[config.mk]
export PLATFORM = sky130hd
export DESIGN_NAME = mem_port_arbiter
export DESIGN_NICKNAME = d
export VERILOG_FILES = /design/src/rtl/mem_port_arbiter.sv
export SDC_FILE = /design/constraint.sdc
export NUM_CORES = 1
export LEC_CHECK = 0
export CAP_MARGIN = 15
export CORE_AREA = 2 2 144 104
export DETAILED_ROUTE_END_ITERATION = 7
export DIE_AREA = 0 0 146 106
export PLACE_DENSITY = 0.77
export SYNTH_ARGS = -nofsm -noshare
export SYNTH_HDL_FRONTEND = slang
export SYNTH_SLANG_ARGS = --single-unit
[constraint.sdc]
create_clock -name clk -period 2.1 [get_ports clk]
set_clock_uncertainty 0.2 [all_clocks]
set_input_delay 0.525 -clock clk [delete_from_list [all_inputs] [get_ports clk]]
set_output_delay 0.525 -clock clk [all_outputs]
set_load 0.03 [all_outputs]
[src/rtl/mem_port_arbiter.sv]
// Arbitrates one single-ported memory between instruction fetch (IF) and data access (DM).
// DM has priority up to DATA_BURST consecutive grants while IF waits; each access ends in a RESP cycle.
module mem_port_arbiter #(
  parameter int unsigned DATA_W     = 32,
  parameter int unsigned ADDR_W     = 32,
  parameter int unsigned DATA_BURST = 4,
  parameter int unsigned TIMEOUT    = 16
) (
  input  logic              clk,
  input  logic              rst_n,
  input  logic              if_req,
  input  logic [ADDR_W-1:0] if_addr,
  output logic              if_done,
  output logic [DATA_W-1:0] if_rdata,
  output logic              if_stall,
  input  logic              dm_req,
  input  logic              dm_we,
  input  logic [ADDR_W-1:0] dm_addr,
  input  logic [DATA_W-1:0] dm_wdata,
  output logic              dm_done,
  output logic [DATA_W-1:0] dm_rdata,
  output logic              dm_stall,
  output logic              mem_req,
  output logic              mem_we,
  output logic [ADDR_W-1:0] mem_addr,
  output logic [DATA_W-1:0] mem_wdata,
  input  logic [DATA_W-1:0] mem_rdata,
  input  logic              mem_ready,
  output logic              err
);

  localparam int unsigned BurstW = $clog2(DATA_BURST + 1);
  localparam int unsigned WaitW  = (TIMEOUT > 1) ? $clog2(TIMEOUT) : 1;
  localparam logic [BurstW-1:0] BurstMax = BurstW'(DATA_BURST);

  typedef enum logic [1:0] {StIdle, StBusyI, StBusyD, StResp} state_e;

  state_e              state_q, state_d;
  logic [BurstW-1:0]   burst_q, burst_d;
  logic [WaitW-1:0]    wait_q, wait_d;
  logic                mem_we_q, mem_we_d;
  logic [ADDR_W-1:0]   mem_addr_q, mem_addr_d;
  logic [DATA_W-1:0]   mem_wdata_q, mem_wdata_d;
  logic                if_done_q, if_done_d, dm_done_q, dm_done_d;
  logic [DATA_W-1:0]   if_rdata_q, if_rdata_d, dm_rdata_q, dm_rdata_d;
  logic                err_q, err_d;
  logic                timeout_hit;

  assign timeout_hit = (TIMEOUT != 0) && (wait_q == WaitW'(TIMEOUT - 1));

  always_comb begin
    state_d     = state_q;
    burst_d     = burst_q;
    wait_d      = wait_q;
    mem_we_d    = mem_we_q;
    mem_addr_d  = mem_addr_q;
    mem_wdata_d = mem_wdata_q;
    if_done_d   = 1'b0;
    dm_done_d   = 1'b0;
    if_rdata_d  = '0;
    dm_rdata_d  = '0;
    err_d       = err_q;
    unique case (state_q)
      StIdle: begin
        if (dm_req && (!if_req || burst_q != BurstMax)) begin
          state_d     = StBusyD;
          mem_we_d    = dm_we;
          mem_addr_d  = dm_addr;
          mem_wdata_d = dm_wdata;
          wait_d      = '0;
          // burst_q < BurstMax here whenever if_req is high, so the increment never wraps
          burst_d     = if_req ? burst_q + BurstW'(1) : '0;
        end else if (if_req) begin
          state_d     = StBusyI;
          mem_we_d    = 1'b0;
          mem_addr_d  = if_addr;
          mem_wdata_d = '0;
          wait_d      = '0;
          burst_d     = '0;
        end
      end
      StBusyI, StBusyD: begin
        if (mem_ready || timeout_hit) begin
          state_d     = StResp;
          mem_we_d    = 1'b0;
          mem_addr_d  = '0;
          mem_wdata_d = '0;
          if (!mem_ready) err_d = 1'b1;
          if (state_q == StBusyI) begin
            if_done_d  = 1'b1;
            if_rdata_d = mem_ready ? mem_rdata : '0;
          end else begin
            dm_done_d  = 1'b1;
            dm_rdata_d = (mem_ready && !mem_we_q) ? mem_rdata : '0;
          end
        end else begin
          wait_d = wait_q + WaitW'(1);
        end
      end
      StResp:  state_d = StIdle;
      default: state_d = StIdle;
    endcase
  end

  always_ff @(posedge clk or negedge rst_n) begin
    if (!rst_n) begin
      state_q     <= StIdle;
      burst_q     <= '0;
      wait_q      <= '0;
      mem_we_q    <= 1'b0;
      mem_addr_q  <= '0;
      mem_wdata_q <= '0;
      if_done_q   <= 1'b0;
      dm_done_q   <= 1'b0;
      if_rdata_q  <= '0;
      dm_rdata_q  <= '0;
      err_q       <= 1'b0;
    end else begin
      state_q     <= state_d;
      burst_q     <= burst_d;
      wait_q      <= wait_d;
      mem_we_q    <= mem_we_d;
      mem_addr_q  <= mem_addr_d;
      mem_wdata_q <= mem_wdata_d;
      if_done_q   <= if_done_d;
      dm_done_q   <= dm_done_d;
      if_rdata_q  <= if_rdata_d;
      dm_rdata_q  <= dm_rdata_d;
      err_q       <= err_d;
    end
  end

  assign mem_req   = (state_q == StBusyI) || (state_q == StBusyD);
  assign mem_we    = mem_we_q;
  assign mem_addr  = mem_addr_q;
  assign mem_wdata = mem_wdata_q;
  assign if_done   = if_done_q;
  assign dm_done   = dm_done_q;
  assign if_rdata  = if_rdata_q;
  assign dm_rdata  = dm_rdata_q;
  assign err       = err_q;
  assign if_stall  = if_req && !if_done_q;
  assign dm_stall  = dm_req && !dm_done_q;

endmodule

# After elaboration in Yosys (flattened, before gate mapping)
# Index checks and enable logic that the tools add are counted.
# totals
regBits	141
out_inout_bits	135
word_cells	78
# op_classes
n_addsub	2
eq_ne	8
n_mux	36
n_bitwise	1
reduce_logical	20
# ops
cell	n
$mux 32	13
$pmux 32 s2	2
$mux 4	3
$mux 1	9
$mux 3	3
$reduce_and 3->1	3
$pmux 4 s2	1
$mux 2	3
$ne 3x3->1 const B	2
$pmux 2 s3	1
$add 4x1->4 const B	1
$eq 2x2->1 const B	2
$eq 4x4->1 const B	1
$logic_and 1x1->1	4
$logic_not 1->1	4
$ne 2x2->1 const B	2
$reduce_and 2->1	2
$reduce_bool 2->1	2
$add 3x1->3 const B	1
$logic_or 1x1->1	3
$eq 2x1->1 const B	1
$logic_not 2->1	1
$pmux 1 s2	1
$reduce_or 2->1	1
$not 1->1	1

# Depth between registers and ports, before layout
# Gate-level depths: netlist (run 1).
# depth
depth_word	6
ltp_mapped	9
mapped_depth_nobuf	6

# Worst setup path after synthesis (run 1)
# No wires, ideal clock.
# synth_path
path_kind	reg2reg
startpoint	register state_q[0]
endpoint	register state_q[1]
setup_ns	0.094
arrival_ns	1.749
required_ns	1.806
path_slack_ns	0.058
stages_incl_launch_ff	7
n_path_buf	1
synth_period_minus_slack_ns	2.042
cell_sequence	dfrtp_1 > inv_1 > ha_1 > buf_2 > nand3_1 > a32o_1 > a211oi_1
# synth_between
elab_chain_len	4
word_cells_on_any_way	9
classes_between	5 x eq/ne; 1 x mux; 3 x reduce/logical
# synth_lines
element	line_no	rtl
from (decl)	38	state_e state_q, state_d;
from (signal assigned)	107	state_q <= StIdle;
from (signal assigned)	119	state_q <= state_d;
$eq 2x1->1 or $eq 2x2->1 (tied branches)	63	unique case (state_q)
$reduce_or 2->1	63	
$ne 2x2->1 (no source line)	-	
$reduce_and 2->1 (no source line)	-	
# Parallel ways exist; a longest one is shown, timed or not.
# A chain may end at the register's enable or synchronous reset.

# Final worst setup path (run 1)
# layout_path
startpoint	register state_q[0]
endpoint	output port mem_req
# layout_between
elab_chain_len	2
word_cells_on_any_way	3
classes_between	2 x eq/ne; 1 x reduce/logical
# layout_lines
element	line_no	rtl
$eq 2x1->1 or $eq 2x2->1 (tied branches)	133	assign mem_req = (state_q == StBusyI) || (state_q == StBusyD);
$logic_or 1x1->1 (*)	133	
to (decl)	23	output logic mem_req,
# Mark *: on every way between the ends. The rest lies on a longest branch, timed or not.

==> results of run 1 <==
-- cells in the mapped netlist, types with 2 or more instances --
cell type	count
nand4_1	2
and2_1	64
a32o_1	3
clkbuf_2	3
clkbuf_1	9
dfrtp_1	141
and3_1	3
nand2b_1	3
buf_4	3
a22oi_1	32
ha_1	5
nand3b_1	2
buf_6	8
nand2_1	108
nor2b_1	2
o21ai_0	22
buf_2	10
o21ai_1	48
inv_1	7
nor2_1	5
a21oi_1	5
nand3_1	4
-- tightest hold or removal path: stages, from the launching register on --
cell	delay (ns)
dfrtp_1	0.34
nand2_1	0.04
o21ai_0	0.06
-- what timing repair did --
item / CTS / global route
gates resized for setup: 135 / 1
endpoints found under the hold margin: 40 / 0
hold buffers: 1 / 0
setup endpoints to repair: 135 / 4
-- report_power, final --
| group | switching (uW) | internal, uW | total [uW] | leakage (uW) |
|---|---|---|---|---|
| sequential | 388 | 3580 | 3970 | 0.00190 |
| clock | 1100 | 1920 | 3020 | 0.000284 |
| combinational | 4250 | 2450 | 6700 | 0.00237 |
| total | 5740 | 7950 | 13700 | 0.00456 |
-- cell families (layout without fill, tap and decap cells) --
logic type	count (synthesis)	after routing	share of synthesized area (%)
simple gates	199	199	17.6
flops	141	141	64.0
compound gates	118	118	12.9
buf+inv	40	334	4.31
fa+ha+maj	5	5	1.14
-- final cells by class --
type / count / area, sq um
fill: 1190 / 5240
sequential: 141 / 3530
timing repair buffer: 297 / 2850
multi-input combinational: 322 / 1770
clock buffer: 20 / 457
tap: 195 / 244
clock inverter: 10 / 140
inverter: 7 / 26.3
-- worst min path at each step --
stage | startpoint | slack (ns) | endpoint | depth (start not counted)
2_1_floorplan | rst_n | 0.03 | burst_q[0] | 0
3_3_place_gp | mem_addr[15] | 0.26 | mem_addr[15] | 2
3_5_place_dp | mem_wdata[11] | 0.27 | mem_wdata[11] | 2
4_1_cts | mem_wdata[11] | 0.28 | mem_wdata[11] | 2
5_1_grt | mem_wdata[19] | 0.30 | mem_wdata[19] | 2
6_report | mem_wdata[19] | 0.27 | mem_wdata[19] | 2
-- sequential cells by signal, indices dropped and copies added (netlist names) --
name / cells
state_q: 2
wait_q: 4
if_rdata: 32
mem_addr: 32
if_done: 1
dm_done: 1
burst_q: 3
dm_rdata: 32
mem_we: 1
err: 1
mem_wdata: 32
-- per-stage QoR --
stage,std cells,power [uW],setup slack [ns],area (sq um)
2_1_floorplan,503,8430,0.0575,5510
3_3_place_gp,961,11100,-0.209,8570
3_5_place_dp,961,11300,-0.255,8570
4_1_cts,992,13800,0.0195,9020
5_1_grt,992,14500,0.00876,9020
6_report,992,13700,0.0546,9020
-- cell usage in the layout, fill, tap and decap left out, drive strengths merged, types with 5 or more instances in the layout --
master         count
nand2            108
buf               32
nand3              5
a22oi             32
inv                8
dlygate4sd2      134
and2              64
a21oi              6
clkdlybuf4s50    130
dfrtp            141
o21ai             70
nor2               5
clkbuf            20
ha                 5
-- routing by layer --
layer | GRT usage (%) | share of wire (%) | wire (um) | vias up
met5 | 0 | 0 | 0 | -
met4 | 6.87 | 1.7 | 269 | 0
met3 | 11.0 | 12 | 1830 | 19
met2 | 35.5 | 48 | 7560 | 195
met1 | 22.5 | 38 | 5970 | 2246
li1 | - | - | - | 2249
==> summary.md, run 1 <==
| Metric | Value |
|---|---|
| Placement Rows | 37 |
| Max FO, Critical Path | 6 |
| H-tree levels | 4 |
| Placed wire-length estimate | roughly 12000 um |
| Reg2reg setup slack | roughly 0.09 ns |
| Syn nets | about 640 |
| Vias/cell | 4.75 |
| Residual DRC | 0 |
| Initial drt markers | 270 |
| Routed wire length | around 16000 um |
| I/O Pins | 269 |
| Worst path bufs/invs | 2 |
| Initial antenna violation count | 0 |
| Die ar. | 15500 sq um |
| Root buffer selected by CTS | clkbuf_16 |
| Final TNS setup | 0 ns |
| Final ANT Viol Nets | 0 |
| Initial Util | between 30% and 40% |
| Unique masters post-synth | 36 |
| Die Wd | approximately 150 um |
| Unrepaired setup endpoints after global routing | no |
| Worst setup path startpoint | state_q[0] |
| Post-synth EDFFs | 0 |
| Post-Syn Instances | just over 500 |
| Chip height | roughly 110 um |
| Worst hold path type | register to register |
| Worst vdd ir | roughly 0.00091 V |
| Clock slew at reported path FFs | approximately 0.060 ns |
| CP max stage cell | dfrtp_1 |
| Leading area contributor after synthesis | dfrtp_1 |
| Cell family with most CP delay | flip-flops |
| Critical Path RT | 1.37 ns |
| Largest net degree at the start of global routing | between 40 and 50 |
| Routed len/inst | 15.8 um |
| CP peak stage delay | ~0.4 ns |
| Worst-case reg-to-reg path depth | 7 |
| First-pass GRT wire length | roughly 25000 um |
| CTS tree | built |
| Pre-Repair DR Iteration Count | 4 |
| Crit path cell chain | inv_2 -> ha_4 -> buf_4 |
| Period utilization | 97.4% |
| N_diodes | 0 |
| WP depth | 3 |
| Worst setup EP type | primary output |
| Overflow after GRT | 0 |
| Final Hold Fails | 0 |
| RR Endpoint | mem_wdata[27] |
| Fraction of layout cells with a size suffix above 1 | slightly below 9% |
| Top post-synthesis cells by area | dfrtp_1 (64%), nand2_1 (7.4%), and2_1 (7.3%) |
| Finished Core Util | a little over three fifths |
| Core Box Area | about 14000 sq um |
| Area Overhead vs Synth | 63.7% |
| Slew @ Worst Pin | between 0.4 and 0.5 ns |
| Layout Nets | between 900 and 1000 |
| Static Leakage | approximately 0.0046 uW |
| Via count | around 4700 |
| Hold_ws | between 0.2 and 0.3 ns |
| Global router's overall resource usage | approximately a fifth |
| Synthesized area per cell | between 10 and 15 sq um |
| Final Slew Violations | 0 |
| Final Critical Period | around 2.0 ns |
| Setup bufs post-CTS | 0 |
| Clk_lat worst skew | a little over 0.4 ns |
| Num CTS Buffers | 17 |
| CP endpoint | mem_req |
| FFs w/ async S/R, synth | 100% |
| Vias in the first global route | 5034 |
| FF+latch count, synth | 141 |
| Fmax | 0.489 GHz |
| CP Data Arrival Time | between 1 and 1.5 ns |
| Yosys warning total | 0 |
| Placer Congestion | approximately 0.8 |
| CTS sink count | 141 |
| CP Class | register to primary output |
| Port Buffer Count | roughly 270 |
| Count of max-cap constraint violations | 0 |
| Final Setup Violations | 0 |
| Ys flop type | dfrtp_1 |
| Synth Cell Area | 5510 sq um |
| Max clock buf depth | 2 |
| Register area share after synthesis | between 60% and 70% |
| Outcome | finished, final reports clean |
| Startpoint types | register |
| Worst slew margin | 71.5% |
| Post-synth top area share | between 60% and 70% |
| Pwr/cell area | 1520 nW/um^2 |
| Worst r2r src | state_q[1] |
Note: power is estimated with default switching activity, not from simulation.
==> run 2, diff against run 1 <==
--- a/config.mk
+++ b/config.mk
@@ -5,6 +5,7 @@
 export SDC_FILE = /design/constraint.sdc
 export NUM_CORES = 1
 export LEC_CHECK = 0
+export ABC_CLOCK_PERIOD_IN_PS = 2100
 export CAP_MARGIN = 15
 export CORE_AREA = 2 2 144 104
 export DETAILED_ROUTE_END_ITERATION = 7
==> results of run 2 <==
The final DEF is identical to that of run 1; final timing and power are the same.
==> run 3, diff against run 2 <==
--- a/config.mk
+++ b/config.mk
@@ -7,10 +7,10 @@
 export LEC_CHECK = 0
 export ABC_CLOCK_PERIOD_IN_PS = 2100
 export CAP_MARGIN = 15
-export CORE_AREA = 2 2 144 104
+export CORE_AREA = 2 2 142 103
 export DETAILED_ROUTE_END_ITERATION = 7
-export DIE_AREA = 0 0 146 106
-export PLACE_DENSITY = 0.77
+export DIE_AREA = 0 0 144 105
+export PLACE_DENSITY = 0.79
 export SYNTH_ARGS = -nofsm -noshare
 export SYNTH_HDL_FRONTEND = slang
 export SYNTH_SLANG_ARGS = --single-unit
==> run 3 against run 2 <==
Effect of this change: the run now ends with setup timing left; power is 2.4% higher; design area up 1.4%; core utilization rose by 3.7 points; first-iteration DRC count decreased by 0.37%; critical path depth increased by 1; combinational power grew 8.2%; routed wire length is 5.9% higher; global-route usage up 1.2 points; critical path type unchanged.
==> summary.md, run 3 (same netlist as run 1, synthesis figures left out) <==
| Metric | Value |
|---|---|
| Commonest non-fill, non-tap cell in the layout | dfrtp_1 |
| DRT met1 WL | around 6000 um |
| Clock slew at reported path FFs | roughly 0.060 ns |
| Worst hold path type | register to register |
| Final Hold Fails | 0 |
| Final Cell Area | 9150 sq um |
| Overflow after GRT | 0 |
| Fraction of layout cells with a size suffix above 1 | 11.3% |
| Worst setup EP type | primary output |
| Die Wd | roughly 140 um |
| Met3 wire length | 2030 um |
| Final Setup Violations | 1 |
| Final ANT Viol Nets | 0 |
| Worst hold path startpoint | err |
| Num CTS Buffers | 17 |
| Global router's overall resource usage | between 20% and 30% |
| Initial drt markers | 269 |
| Routed len/inst | 16.5 um |
| Count of max-cap constraint violations | 0 |
| Unrepaired setup endpoints after global routing | yes |
| CTS tree | built |
| Worst slew margin | a little under three quarters |
| Final Critical Period | approximately 2.1 ns |
| Max Used Layer | met4 |
| I/O Pins | roughly 270 |
| PnR worst setup slack | -0.0178 ns |
| Hold_ws | about 0.28 ns |
| Most frequent cells in the layout | dfrtp_1 (141), dlygate4sd2_1 (134), clkdlybuf4s50_1 (130) |
| Placed wire-length estimate | 12100 um |
| Routed wire length | 16600 um |
| CP max stage cell | dfrtp_1 |
| CP Data Arrival Time | 1.39 ns |
| Port Buffer Count | ~270 |
| Pwr/cell area | roughly 1500 nW/um^2 |
| Worst setup path startpoint | state_q[0] |
| Worst r2r src | state_q[0] |
| Root buffer selected by CTS | clkbuf_16 |
| Largest net degree at the start of global routing | 53 |
| CTS sink count | between 100 and 150 |
| Max clock buf depth | 2 |
| Residual DRC | 0 |
| Area Overhead vs Synth | 66.0% |
| Placed Area | 8600 sq um |
| CP Class | register to primary output |
| Via count | between 4000 and 5000 |
| Static Leakage | approximately 0.0046 uW |
| Initial antenna violation count | 0 |
| Period utilization | 101% |
| Critical Path RT | between 1 and 1.5 ns |
| CP most frequent cell | buf_6 |
| Die ar. | between 15000 and 20000 sq um |
| Fmax | approximately 0.47 GHz |
| Crit path cell chain | inv_2 -> ha_4 -> buf_6 -> buf_6 |
| Worst vdd ir | between 0.0008 and 0.0009 V |
| Slew @ Worst Pin | 0.437 ns |
| Vias in the first global route | 5161 |
| Layout Nets | roughly 940 |
| CP peak stage delay | about 0.4 ns |
| Placement Rows | 36 |
| Chip height | 105 um |
| Outcome | finished, violations left |
| Max FO, Critical Path | 3 |
| Pre-Repair DR Iteration Count | 5 |
| Placer Congestion | about 0.82 |
| H-tree levels | 4 |
| Clk_lat worst skew | around 0.42 ns |
| Met2 WL post-DR | between 8000 and 9000 um |
| Core Box Area | about 14000 sq um |
| Fillcell total | about 1100 |
| Startpoint types | register |
| Initial Util | about 40% |
| Final Slew Violations | 0 |
| N_diodes | 0 |
| Vias/cell | around 4.8 |
| Failing checks | setup timing |
| First-pass GRT wire length | ~25000 um |
run 3: changes by cell type in the layout (fill, tap and decap cells not counted), sizes merged:
cell	delta
buf	+14
inv	+6
bufinv	-3
clkinvlp	+2
clkbuf	-1
run 3: stage by stage:
stage | TNS [ns] | setup WS, ns | std cells | power (uW) | utilization (%)
3_5_place_dp | -19.23 | -0.303 | 963 | 11300 | 63.0
3_3_place_gp | -16.47 | -0.259 | 963 | 11000 | 63.0
2_1_floorplan | 0 | 0.0575 | 503 | 8430 | -
4_1_cts | -0.0835 | -0.0835 | 996 | 13600 | 66.1
6_report | -0.0178 | -0.0178 | 1005 | 14000 | 67.0
5_1_grt | -0.449 | -0.0603 | 1005 | 14900 | 67.0
run 3: area by class of cell:
| cell class | count | area (sq um) | area share [%] |
|---|---|---|---|
| inverter | 7 | 26.3 | 0.287 |
| timing repair buffer | 313 | 3010 | 32.9 |
| clock inverter | 15 | 128 | 1.40 |
| sequential | 141 | 3530 | 38.6 |
| tap | 190 | 238 | 2.60 |
| multi-input combinational | 322 | 1790 | 19.6 |
| clock buffer | 17 | 425 | 4.65 |
run 3: critical path: cells and delay by family (launching register included):
family | cells | cell delay [ns]
DFF | 1 | 0.40
adders and majority gates | 1 | 0.28
buffers and inverters | 3 | 0.29
run 3: final timing paths:
check                          endpoint  slack [ns]  cells after the start
hold reg to reg                     err        0.28                      1
setup / recovery                mem_req       -0.02                      4
hold / removal                      err        0.28                      1
setup reg to reg           mem_addr[13]        0.04                      8
max in group asynchronous  if_rdata[16]        0.72                      3
min in group asynchronous   dm_rdata[3]        0.39                      2
run 3: power breakdown:
| group | internal [uW] | switching [uW] | leakage (uW) |
|---|---|---|---|
| clock network | 1550 | 1240 | 0.000260 |
| logic | 2780 | 4460 | 0.00248 |
| registers | 3580 | 397 | 0.00190 |
| total | 7910 | 6100 | 0.00464 |
run 3: routing by layer:
layer,up-vias,global-route usage [%]
met5,-,0
met4,0,7.63
met3,30,11.5
met2,222,38.4
met1,2273,22.8
li1,2290,-
run 3: what timing repair did:
item | in CTS | in global routing
cloned | 0 | 2
pin swaps | 0 | 2
setup buffers | 0 | 7
endpoints found under the hold margin | 37 | 0
setup endpoints to repair | 135 | 6
resized for setup | 142 | 5
hold buffers | 1 | 0
